**src/rtl/uart_rx_fifo_if.sv**
```systemverilog
// Byte stream and status bundle between the UART receiver FIFO and its consumer.
interface uart_rx_fifo_if #(
  parameter int unsigned FIFO_DEPTH = 8
);
  localparam int unsigned CW = $clog2(FIFO_DEPTH) + 1;

  logic [7:0]    data_o;
  logic          valid_o;
  logic          ready_i;
  logic          frame_err_o;
  logic          overflow_o;
  logic          clr_i;
  logic [CW-1:0] count_o;

  // Receiver side: produces bytes and status
  modport master (
    output data_o, valid_o, frame_err_o, overflow_o, count_o,
    input  ready_i, clr_i
  );

  // Consumer side: accepts bytes and clears sticky status
  modport slave (
    input  data_o, valid_o, frame_err_o, overflow_o, count_o,
    output ready_i, clr_i
  );
endinterface

```
**src/rtl/uart_rx_fifo.sv**
```systemverilog
// UART 8N1 receiver with a first-word-fall-through byte FIFO on a valid/ready stream.
module uart_rx_fifo #(
  parameter int unsigned CLKS_PER_BIT = 868,
  parameter int unsigned FIFO_DEPTH   = 8
) (
  input  logic           clk,
  input  logic           rst,
  input  logic           rx,
  uart_rx_fifo_if.master bus
);
  localparam int unsigned AW   = $clog2(FIFO_DEPTH);
  localparam int unsigned CW   = AW + 1;
  localparam int unsigned TW   = $clog2(CLKS_PER_BIT);
  localparam int unsigned HALF = CLKS_PER_BIT / 2;

  typedef enum logic [2:0] {
    IDLE,
    START,
    DATA,
    STOP,
    WAIT_IDLE
  } state_t;

  // Receiver state
  logic          rx_q1;
  logic          rx_s;
  state_t        state;
  logic [TW-1:0] timer;
  logic [2:0]    bit_cnt;
  logic [7:0]    shift;
  logic          frame_err_q;

  // FIFO state
  logic [7:0]    mem [FIFO_DEPTH];
  logic [AW:0]   wr_ptr;
  logic [AW:0]   rd_ptr;
  logic [CW-1:0] count_q;
  logic          valid_q;
  logic [7:0]    data_q;
  logic          overflow_q;

  // Combinational helpers
  logic          timer_done_c;
  logic          push_c;
  logic          pop_c;
  logic          full_c;
  logic          push_ok_c;
  logic          ovf_set_c;
  logic [AW:0]   wr_ptr_n;
  logic [AW:0]   rd_ptr_n;
  logic [CW-1:0] count_n;
  logic [CW-1:0] remain_c;
  logic [7:0]    data_n;

  // Two-flop synchroniser for the asynchronous serial line
  always_ff @(posedge clk) begin
    if (rst) begin
      rx_q1 <= 1'b1;
      rx_s  <= 1'b1;
    end else begin
      rx_q1 <= rx;
      rx_s  <= rx_q1;
    end
  end

  assign timer_done_c = (timer == TW'(CLKS_PER_BIT - 1));
  // A good stop bit pushes the assembled byte on the sample edge itself
  assign push_c       = (state == STOP) && timer_done_c && rx_s;

  // Frame decoder: start qualification at mid-bit, 8 data bits LSB first, stop check
  always_ff @(posedge clk) begin
    if (rst) begin
      state       <= IDLE;
      timer       <= '0;
      bit_cnt     <= '0;
      shift       <= '0;
      frame_err_q <= 1'b0;
    end else begin
      frame_err_q <= 1'b0;
      case (state)
        IDLE: begin
          timer   <= '0;
          bit_cnt <= '0;
          if (!rx_s) state <= START;
        end
        START: begin
          if (timer == TW'(HALF - 1)) begin
            timer <= '0;
            state <= rx_s ? IDLE : DATA;
          end else begin
            timer <= timer + TW'(1);
          end
        end
        DATA: begin
          if (timer_done_c) begin
            timer   <= '0;
            shift   <= {rx_s, shift[7:1]};
            bit_cnt <= bit_cnt + 3'd1;
            if (bit_cnt == 3'd7) state <= STOP;
          end else begin
            timer <= timer + TW'(1);
          end
        end
        STOP: begin
          if (timer_done_c) begin
            timer <= '0;
            if (rx_s) begin
              state <= IDLE;
            end else begin
              frame_err_q <= 1'b1;
              state       <= WAIT_IDLE;
            end
          end else begin
            timer <= timer + TW'(1);
          end
        end
        WAIT_IDLE: begin
          if (rx_s) state <= IDLE;
        end
        default: state <= IDLE;
      endcase
    end
  end

  // FIFO next-state: a pop frees a slot for a same-cycle push even when full
  always_comb begin
    pop_c     = valid_q && bus.ready_i;
    full_c    = (count_q == CW'(FIFO_DEPTH));
    push_ok_c = push_c && (!full_c || pop_c);
    ovf_set_c = push_c && !push_ok_c;
    wr_ptr_n  = wr_ptr + CW'(push_ok_c);
    rd_ptr_n  = rd_ptr + CW'(pop_c);
    count_n   = CW'(wr_ptr_n - rd_ptr_n);
    remain_c  = count_q - CW'(pop_c);
    data_n    = data_q;
    if (push_ok_c && (remain_c == '0)) begin
      data_n = shift;
    end else if (count_n != '0) begin
      data_n = mem[rd_ptr_n[AW-1:0]];
    end
  end

  // FIFO storage write
  always_ff @(posedge clk) begin
    if (push_ok_c) mem[wr_ptr[AW-1:0]] <= shift;
  end

  // FIFO pointers, registered head byte, occupancy and sticky overflow
  always_ff @(posedge clk) begin
    if (rst) begin
      wr_ptr     <= '0;
      rd_ptr     <= '0;
      count_q    <= '0;
      valid_q    <= 1'b0;
      data_q     <= '0;
      overflow_q <= 1'b0;
    end else begin
      wr_ptr  <= wr_ptr_n;
      rd_ptr  <= rd_ptr_n;
      count_q <= count_n;
      valid_q <= (count_n != '0);
      data_q  <= data_n;
      if (ovf_set_c) begin
        overflow_q <= 1'b1;
      end else if (bus.clr_i) begin
        overflow_q <= 1'b0;
      end
    end
  end

  assign bus.data_o      = data_q;
  assign bus.valid_o     = valid_q;
  assign bus.frame_err_o = frame_err_q;
  assign bus.overflow_o  = overflow_q;
  assign bus.count_o     = count_q;

endmodule

```
**src/flat_wrapper.sv**
```systemverilog
// flat-port wrapper written by rule: the top's interface ports become plain ports
module uart_rx_fifo_flat 
#(
  parameter int unsigned CLKS_PER_BIT = 868,
  parameter int unsigned FIFO_DEPTH   = 8
)
  (clk, rst, rx, bus_data_o, bus_valid_o, bus_frame_err_o, bus_overflow_o, bus_count_o, bus_ready_i, bus_clr_i);
  uart_rx_fifo_if #(.FIFO_DEPTH(FIFO_DEPTH)) bus_i ();
  input  logic clk;
  input  logic rst;
  input  logic rx;
  output wire logic [$bits(bus_i.data_o)-1:0] bus_data_o;
  output wire logic [$bits(bus_i.valid_o)-1:0] bus_valid_o;
  output wire logic [$bits(bus_i.frame_err_o)-1:0] bus_frame_err_o;
  output wire logic [$bits(bus_i.overflow_o)-1:0] bus_overflow_o;
  output wire logic [$bits(bus_i.count_o)-1:0] bus_count_o;
  input wire logic [$bits(bus_i.ready_i)-1:0] bus_ready_i;
  input wire logic [$bits(bus_i.clr_i)-1:0] bus_clr_i;
  assign bus_data_o = bus_i.data_o;
  assign bus_valid_o = bus_i.valid_o;
  assign bus_frame_err_o = bus_i.frame_err_o;
  assign bus_overflow_o = bus_i.overflow_o;
  assign bus_count_o = bus_i.count_o;
  assign bus_i.ready_i = bus_ready_i;
  assign bus_i.clr_i = bus_clr_i;
  uart_rx_fifo #(.CLKS_PER_BIT(CLKS_PER_BIT), .FIFO_DEPTH(FIFO_DEPTH)) u_core (.clk(clk), .rst(rst), .rx(rx), .bus(bus_i));
endmodule
```
**config.mk**
```make
export PLATFORM = sky130hd
export DESIGN_NAME = uart_rx_fifo_flat
export DESIGN_NICKNAME = d
export VERILOG_FILES = /design/src/rtl/uart_rx_fifo_if.sv /design/src/rtl/uart_rx_fifo.sv /design/src/flat_wrapper.sv
export SDC_FILE = /design/constraint.sdc
export NUM_CORES = 1
export LEC_CHECK = 0
export CAP_MARGIN = 20
export CORE_ASPECT_RATIO = 2
export CORE_MARGIN = 8
export CORE_UTILIZATION = 50
export CTS_CLUSTER_SIZE = 25
export DETAILED_ROUTE_END_ITERATION = 8
export PLACE_DENSITY = 0.72
export SLEW_MARGIN = 25
export SYNTH_ARGS = -nofsm -noshare
export SYNTH_HDL_FRONTEND = slang
export SYNTH_SLANG_ARGS = --single-unit
```
**constraint.sdc**
```tcl
create_clock -name clk -period 4.13 [get_ports clk]
set_clock_uncertainty 0.15 [all_clocks]
set_input_delay 0.826 -clock clk [delete_from_list [all_inputs] [get_ports clk]]
set_output_delay 0.826 -clock clk [all_outputs]
set_load 0.05 [all_outputs]
```
==> results.tsv, run 1 <==
metric	value	unit
rows	50	
async_flop_share	0	
nets	427	
postCtsHoldBufs	0	
globalplace.congestion	0.8219	
max_freq	254.8	MHz
cts_buffers	17	
crit_buf_inv	2	
crit_chain	clkdlybuf4s50_1 > and2_1 > nor4_2 > nor3_1 > ha_1 > ha_1 > ha_1 > a21o_1 > a21oi_2 > buf_4 > xor3_1 > nor3b_1 > o31ai_1	
drt_pass1_iterations	4	
cts_tree	yes	
grt_start_max_net_pins	32	
max_stage_delay	0.45	ns
synthFlopType	edfxtp_1	
cp_max_fo	8	
slew_violations	0	
hp-class	reg -> reg	
cp_common_cell	ha_1	
hold_depth	1	
slowest_stage	xor3_1	
synth.avg_cell_area	13.08	um2
synth_fp_nets	383	
reg2regPathDepth	13	
dp.cells	494	
p_total	3.704	mW
critical_path_class	in -> reg	
final_common_cell	edfxtp_1	
cpLargestDelayFamily	simple AND/OR/NAND/NOR gates	
track_usage	0.1683	
required	4.25	ns
drive_above_1_share	0.1943	
wl_per_cell	19.03	um
numClockSinks	113	
grt_pass1_wl	16.50	mm
period_needed	3.925	ns
final.period_utilization	0.9504	
die-area	13120	um2
crit_path_end_kind	flop	
wirelength	10.01	mm
clock_path_buffers	2	
final_cells	526	
boundaryPins	20	
arrival	4.05	ns
min-delay-start	u_core.rx_q1$_SDFF_PP1_	
start_util	0.5122	
crit_path_start_kind	input port	
htree_levels	4	
vias	3107	
antenna_left	0	
core_area	9321	um2
vdd_drop_max	0.3939	mV
timing.rr.end	u_core.bus.data_o[7]$_SDFFE_PP0P_	
synth-warning-count	0	
rsz0062_at_grt	no	
netlist_instances	365	
seq_area_frac_synth	0.6080	
clkLatencyLatePin	0.41	ns
vias_per_cell	5.907	
portBuffers	19	
areaGrowthSynthToFinish	21.70	%
die_y	154.2	um
holdPathEnd	u_core.rx_s$_SDFF_PP1_	
drc	0	
antenna-diode-count	0	
dpl.hpwl	6.919	mm
setup_viol	0	
grt_antenna_before_repair	0	
outcome	completed	
r2r_setup_slack	0.29	ns
drtIter0Drc	296	
cts.clk_slew.worst_paths	0.05	ns
worstMarginPinSlew	0.5125	ns
hold_violations	0	
p_per_area	637.4	nW/um2
cts-root-buf	clkbuf_16	
syn_area	4775	um2
grt_pass1_vias	3211	
utilization	0.6234	
leakage	2.121	nW
die_w	85.10	um
synth_cell_type_count	51	
synth-edff-count	64	
maxCapViolations	0	
reg2reg_from	u_core.timer[0]$_SDFFE_PP0P_	
ys_ff_latch	113	
final_cell_mix	64 x edfxtp_1, 49 x dfxtp_1, 41 x nor2_1	
post-cts-setup-buffer-count	0	
grt.overflow.total	0	
maxSlewHeadroom	0.6583	
## report_power, final
part / leakage, nW / internal (mW) / switching (mW)
logic: 0.848 / 0.451 / 0.532
clock network: 0.282 / 0.944 / 0.504
registers: 0.991 / 1.24 / 0.0359
## per-stage QoR
stage	hold WS [ns]	instance area [um2]	setup TNS, ns	worst slack, ns
after floorplan	0.2395	4775	0	0.08781
after global placement	0.2413	5201	-2.099	-0.2492
after detailed placement	0.2441	5201	-3.455	-0.4303
after CTS	0.2628	5803	0	0.07315
after global routing	0.2711	5811	0	0.008527
final	0.2579	5811	0	0.2048
## cells by family (layout without fill, tap and decap cells)
logic type / count (synthesis) / after routing / share of synthesized area
AOI/OAI and AO/OA: 50 / 50 / 0.06840
xor gates and xnor gates: 8 / 8 / 0.02070
adders and majority gates: 13 / 13 / 0.03564
buffers and inverters: 24 / 81 / 0.02201
DFF: 113 / 113 / 0.6080
muxes: 24 / 24 / 0.09224
and+or+nand+nor: 133 / 133 / 0.1530
## final cells by class
class	instances	area, um2
fill	716	3511
clock inverter	14	166.4
timing repair buffer	42	375.4
inverter	7	26.28
clock buffer	18	429.2
multi-input combinational	228	1780
sequential	113	2903
tap	104	130.1
## registers in the layout (all words and copies together), names as in the netlist, 3 cells and up
signal / count
u_core.mem: 64
u_core.timer: 10
u_core.bus.data_o: 8
u_core.shift: 8
u_core.bus.count_o: 4
u_core.rd_ptr: 4
u_core.wr_ptr: 4
u_core.bit_cnt: 3
u_core.state: 3
## metal layers
| metal | global-route usage | wire length, um | vias to the layer above |
|---|---|---|---|
| li1 | - | - | 1453 |
| met1 | 0.1598 | 3494 | 1542 |
| met2 | 0.3025 | 5646 | 83 |
| met3 | 0.05255 | 458 | 29 |
| met4 | 0.1053 | 411 | 0 |
| met5 | 0 | 0 | - |
## worst max-delay path by stage
stage | startpoint | endpoint | slack, ns | cells after the start
2_1_floorplan | bus_ready_i | u_core.bus.data_o[0]$_SDFFE_PP0P_ | 0.09 | 12
3_3_place_gp | bus_ready_i | u_core.bus.data_o[7]$_SDFFE_PP0P_ | -0.25 | 12
3_5_place_dp | bus_ready_i | u_core.bus.data_o[7]$_SDFFE_PP0P_ | -0.43 | 13
4_1_cts | bus_ready_i | u_core.bus.data_o[7]$_SDFFE_PP0P_ | 0.07 | 13
5_1_grt | u_core.timer[0]$_SDFFE_PP0P_ | u_core.bus.data_o[7]$_SDFFE_PP0P_ | 0.009 | 13
6_report | bus_ready_i | u_core.bus.data_o[7]$_SDFFE_PP0P_ | 0.20 | 13
## Yosys cell counts (2+ instances only)
| cell type | count | area share |
|---|---|---|
| edfxtp_1 | 64 | 0.40 |
| dfxtp_1 | 49 | 0.21 |
| nor2_1 | 41 | 0.032 |
| a21oi_1 | 18 | 0.019 |
| nand2_1 | 17 | 0.013 |
| mux4_2 | 16 | 0.075 |
| ha_1 | 12 | 0.031 |
| clkbuf_1 | 11 | 0.0086 |
| and2_1 | 10 | 0.013 |
| nor2b_1 | 10 | 0.013 |
| nor3_1 | 10 | 0.010 |
| nor3b_1 | 9 | 0.014 |
| a221oi_1 | 8 | 0.015 |
| mux2i_1 | 8 | 0.017 |
| nand3_1 | 8 | 0.0084 |
| o21ai_0 | 8 | 0.0084 |
| o31ai_1 | 8 | 0.013 |
| inv_1 | 7 | 0.0055 |
| nand2b_1 | 4 | 0.0052 |
| xor2_1 | 4 | 0.0073 |
| a22oi_1 | 3 | 0.0047 |
| and3_1 | 3 | 0.0039 |
| buf_2 | 3 | 0.0031 |
| nand3b_1 | 3 | 0.0047 |
| nand4b_1 | 2 | 0.0037 |
| or2_2 | 2 | 0.0026 |
| or4b_1 | 2 | 0.0042 |
| xnor2_1 | 2 | 0.0037 |
## worst reg2reg max path: cells and delay by family, from the launching register on
family	cells	cell delay, ns
AOI/OAI and AO/OA	3	0.53
xor gates and xnor gates	1	0.45
adders and majority gates	4	1.03
buffers and inverters	1	0.16
DFF	1	0.41
and+or+nand+nor	4	0.98
## timing repair
item | 4_1_cts | 5_1_grt
endpoints found under the setup margin | 3 | 8
cloned | 0 | 0
gates resized for setup | 1 | 3
No activity file was read; power rests on OpenSTA's default activity.
==> run 2: changes to the inputs <==
--- a/config.mk
+++ b/config.mk
@@ -11,6 +11,7 @@
 export CORE_UTILIZATION = 50
 export CTS_CLUSTER_SIZE = 25
 export DETAILED_ROUTE_END_ITERATION = 8
+export GPL_TIMING_DRIVEN = 0
 export PLACE_DENSITY = 0.72
 export SLEW_MARGIN = 25
 export SYNTH_ARGS = -nofsm -noshare
==> results.tsv, run 2 (synthesis results as in run 1) <==
metric	value	unit	change
cts.clk_slew.worst_paths	0.05	ns	about the same
leakage	2.063	nW	was 2.121 nW
drc	0		unchanged
rsz0062_at_grt	no		unchanged
max_freq	248.5	MHz	was 254.8 MHz
antenna-diode-count	0		unchanged
cpLargestDelayFamily	adder cells		was simple AND/OR/NAND/NOR gates
slew_violations	0		unchanged
portBuffers	18		was 19
clkLatencyLatePin	0.40	ns	was 0.41 ns
final.period_utilization	0.9744		was 0.9504
pre_cts_ws	-1.245	ns	was -0.4303 ns
areaGrowthSynthToFinish	20.78	%	was 21.70%
fin_tns_setup	0	ns	unchanged
period_needed	4.024	ns	was 3.925 ns
htree_levels	4		unchanged
maxCapViolations	0		unchanged
final_common_cell	edfxtp_1		unchanged
p_per_area	640.0	nW/um2	was 637.4 nW/um2
final_cell_mix	64 x edfxtp_1, 49 x dfxtp_1, 41 x nor2_1		unchanged
cp_common_cell	ha_1		unchanged
timing.hold.ws	0.2694	ns	was 0.2579 ns
boundaryPins	20		unchanged
crit_buf_inv	2		unchanged
die_w	85.10	um	unchanged
crit_chain	clkdlybuf4s50_1 > and2_1 > nor4_4 > nor3_1 > ha_1 > ha_1 > ha_1 > a21o_1 > a21oi_1 > xnor3_2 > buf_4 > a221oi_1 > o31ai_1		was clkdlybuf4s50_1 > and2_1 > nor4_2 > nor3_1 > ha_1 > ha_1 > ha_1 > a21o_1 > a21oi_2 > buf_4 > xor3_1 > nor3b_1 > o31ai_1
globalplace.congestion	0.8239		was 0.8219
setup_viol	0		unchanged
rows	50		unchanged
largest_reg_flops	64		unchanged
cp_max_fo	8		unchanged
antenna_left	0		unchanged
max_stage_delay	0.43	ns	was 0.45 ns
grt_antenna_before_repair	0		unchanged
numClockSinks	113		unchanged
worstMarginPinSlew	0.8494	ns	was 0.5125 ns
hold_violations	0		unchanged
required	4.26	ns	was 4.25 ns
clock_path_buffers	2		unchanged
grt_pass1_vias	3174		was 3211
drtIter0Drc	161		was 296
drt_pass1_iterations	5		was 4
die-area	13120	um2	unchanged
layout_setup_ws	0.1058	ns	was 0.2048 ns
vdd_drop_max	0.3560	mV	was 0.3939 mV
maxSlewHeadroom	0.4316		was 0.6583
cts-root-buf	clkbuf_16		unchanged
grt.overflow.total	0		unchanged
wl_per_cell	20.16	um	was 19.03 um
dpl.hpwl	7.460	mm	was 6.919 mm
wirelength	10.48	mm	was 10.01 mm
critical_path_class	in -> reg		unchanged
vias	3105		was 3107
start_util	0.5122		unchanged
outcome	completed		unchanged
utilization	0.6187		was 0.6234
slowest_stage	xnor3_2		was xor3_1
crit_path_start_kind	input port		unchanged
drive_above_1_share	0.1755		was 0.1943
grt_pass1_wl	16.77	mm	was 16.50 mm
crit_path_end_kind	flop		unchanged
die_y	154.2	um	unchanged
track_usage	0.1726		was 0.1683
cts_tree	yes		unchanged
hp-class	reg -> reg		unchanged
core_area	9321	um2	unchanged
arrival	4.15	ns	was 4.05 ns
vias_per_cell	5.971		was 5.907
nets	421		was 427
cts_buffers	17		unchanged
grt_start_max_net_pins	17		was 32
-- run 2: cell types whose count changed in the layout (fill, tap and decap cells not counted), sizes merged --
cell / previous run / this run
buf: 23 / 10
clkbuf: 18 / 25
clkdlybuf4s50: 19 / 18
clkinv: 6 / 7
-- run 2: layout make-up --
class	instances	area [um2]
fillers	713	3555
clock inverters	15	167.7
multi-input cells	228	1836
plain buffers	15	76.32
clock buffers	17	425.4
repair buffers	21	202.7
well taps	104	130.1
flip-flops and latches	113	2903
inverters	7	26.28
-- run 2: worst register-to-register path, stage by stage, from the launching register on --
cell and delay (ns):
dfxtp_1 0.41, ha_2 0.28, and2_1 0.18, nand4_2 0.24
nor3_1 0.26, ha_1 0.20, ha_1 0.29, ha_1 0.32
a21o_1 0.18, a21oi_1 0.28, xnor3_2 0.43, buf_4 0.18
a221oi_1 0.30, o31ai_1 0.11
-- run 2: per-layer routing --
| layer | part of all wire | GRT usage | vias up | routed length (um) |
|---|---|---|---|---|
| met5 | 0 | 0 | - | 0 |
| met4 | 0.042 | 0.1045 | 0 | 440 |
| met2 | 0.58 | 0.3231 | 94 | 6050 |
| met3 | 0.041 | 0.05202 | 32 | 432 |
| li1 | - | - | 1442 | - |
| met1 | 0.34 | 0.1548 | 1537 | 3559 |
-- run 2: final timing paths --
| path | startpoint | endpoint | slack (ns) | cells past startpoint |
|---|---|---|---|---|
| worst min-delay path | u_core.rx_q1$_SDFF_PP1_ | u_core.rx_s$_SDFF_PP1_ | 0.27 | 1 |
| worst max-delay path | bus_ready_i | u_core.bus.data_o[1]$_SDFFE_PP0P_ | 0.11 | 13 |
| worst max register to register | u_core.timer[0]$_SDFFE_PP0P_ | u_core.bus.data_o[1]$_SDFFE_PP0P_ | 0.20 | 13 |
| worst min register to register | u_core.rx_q1$_SDFF_PP1_ | u_core.rx_s$_SDFF_PP1_ | 0.27 | 1 |
-- run 2: per-stage QoR --
step	cells	power, mW	cell area, um2
after global routing	520	3.833	5767
after global placement	487	2.211	5085
after floorplan	365	1.965	4775
after detailed placement	487	2.231	5095
final	520	3.691	5767
after CTS	518	3.690	5720
-- run 2: report_power, final --
part	internal, mW	switching, mW
clock network	0.941	0.505
registers	1.24	0.0396
logic	0.417	0.552
-- run 2: repair_timing --
| item | 4_1_cts | 5_1_grt |
|---|---|---|
| pin swaps | 1 | 1 |
| hold buffers | 0 | 0 |
| gates resized for setup | 9 | 6 |
| setup buffers | 1 | 2 |
| setup endpoints to repair | 10 | 8 |
==> run 3: changes to the inputs <==
--- a/config.mk
+++ b/config.mk
@@ -5,7 +5,6 @@
 export SDC_FILE = /design/constraint.sdc
 export NUM_CORES = 1
 export LEC_CHECK = 0
-export CAP_MARGIN = 20
 export CORE_ASPECT_RATIO = 2
 export CORE_MARGIN = 8
 export CORE_UTILIZATION = 50
==> results of run 3 <==
Final layout, timing and power as in run 2 (identical DEF).
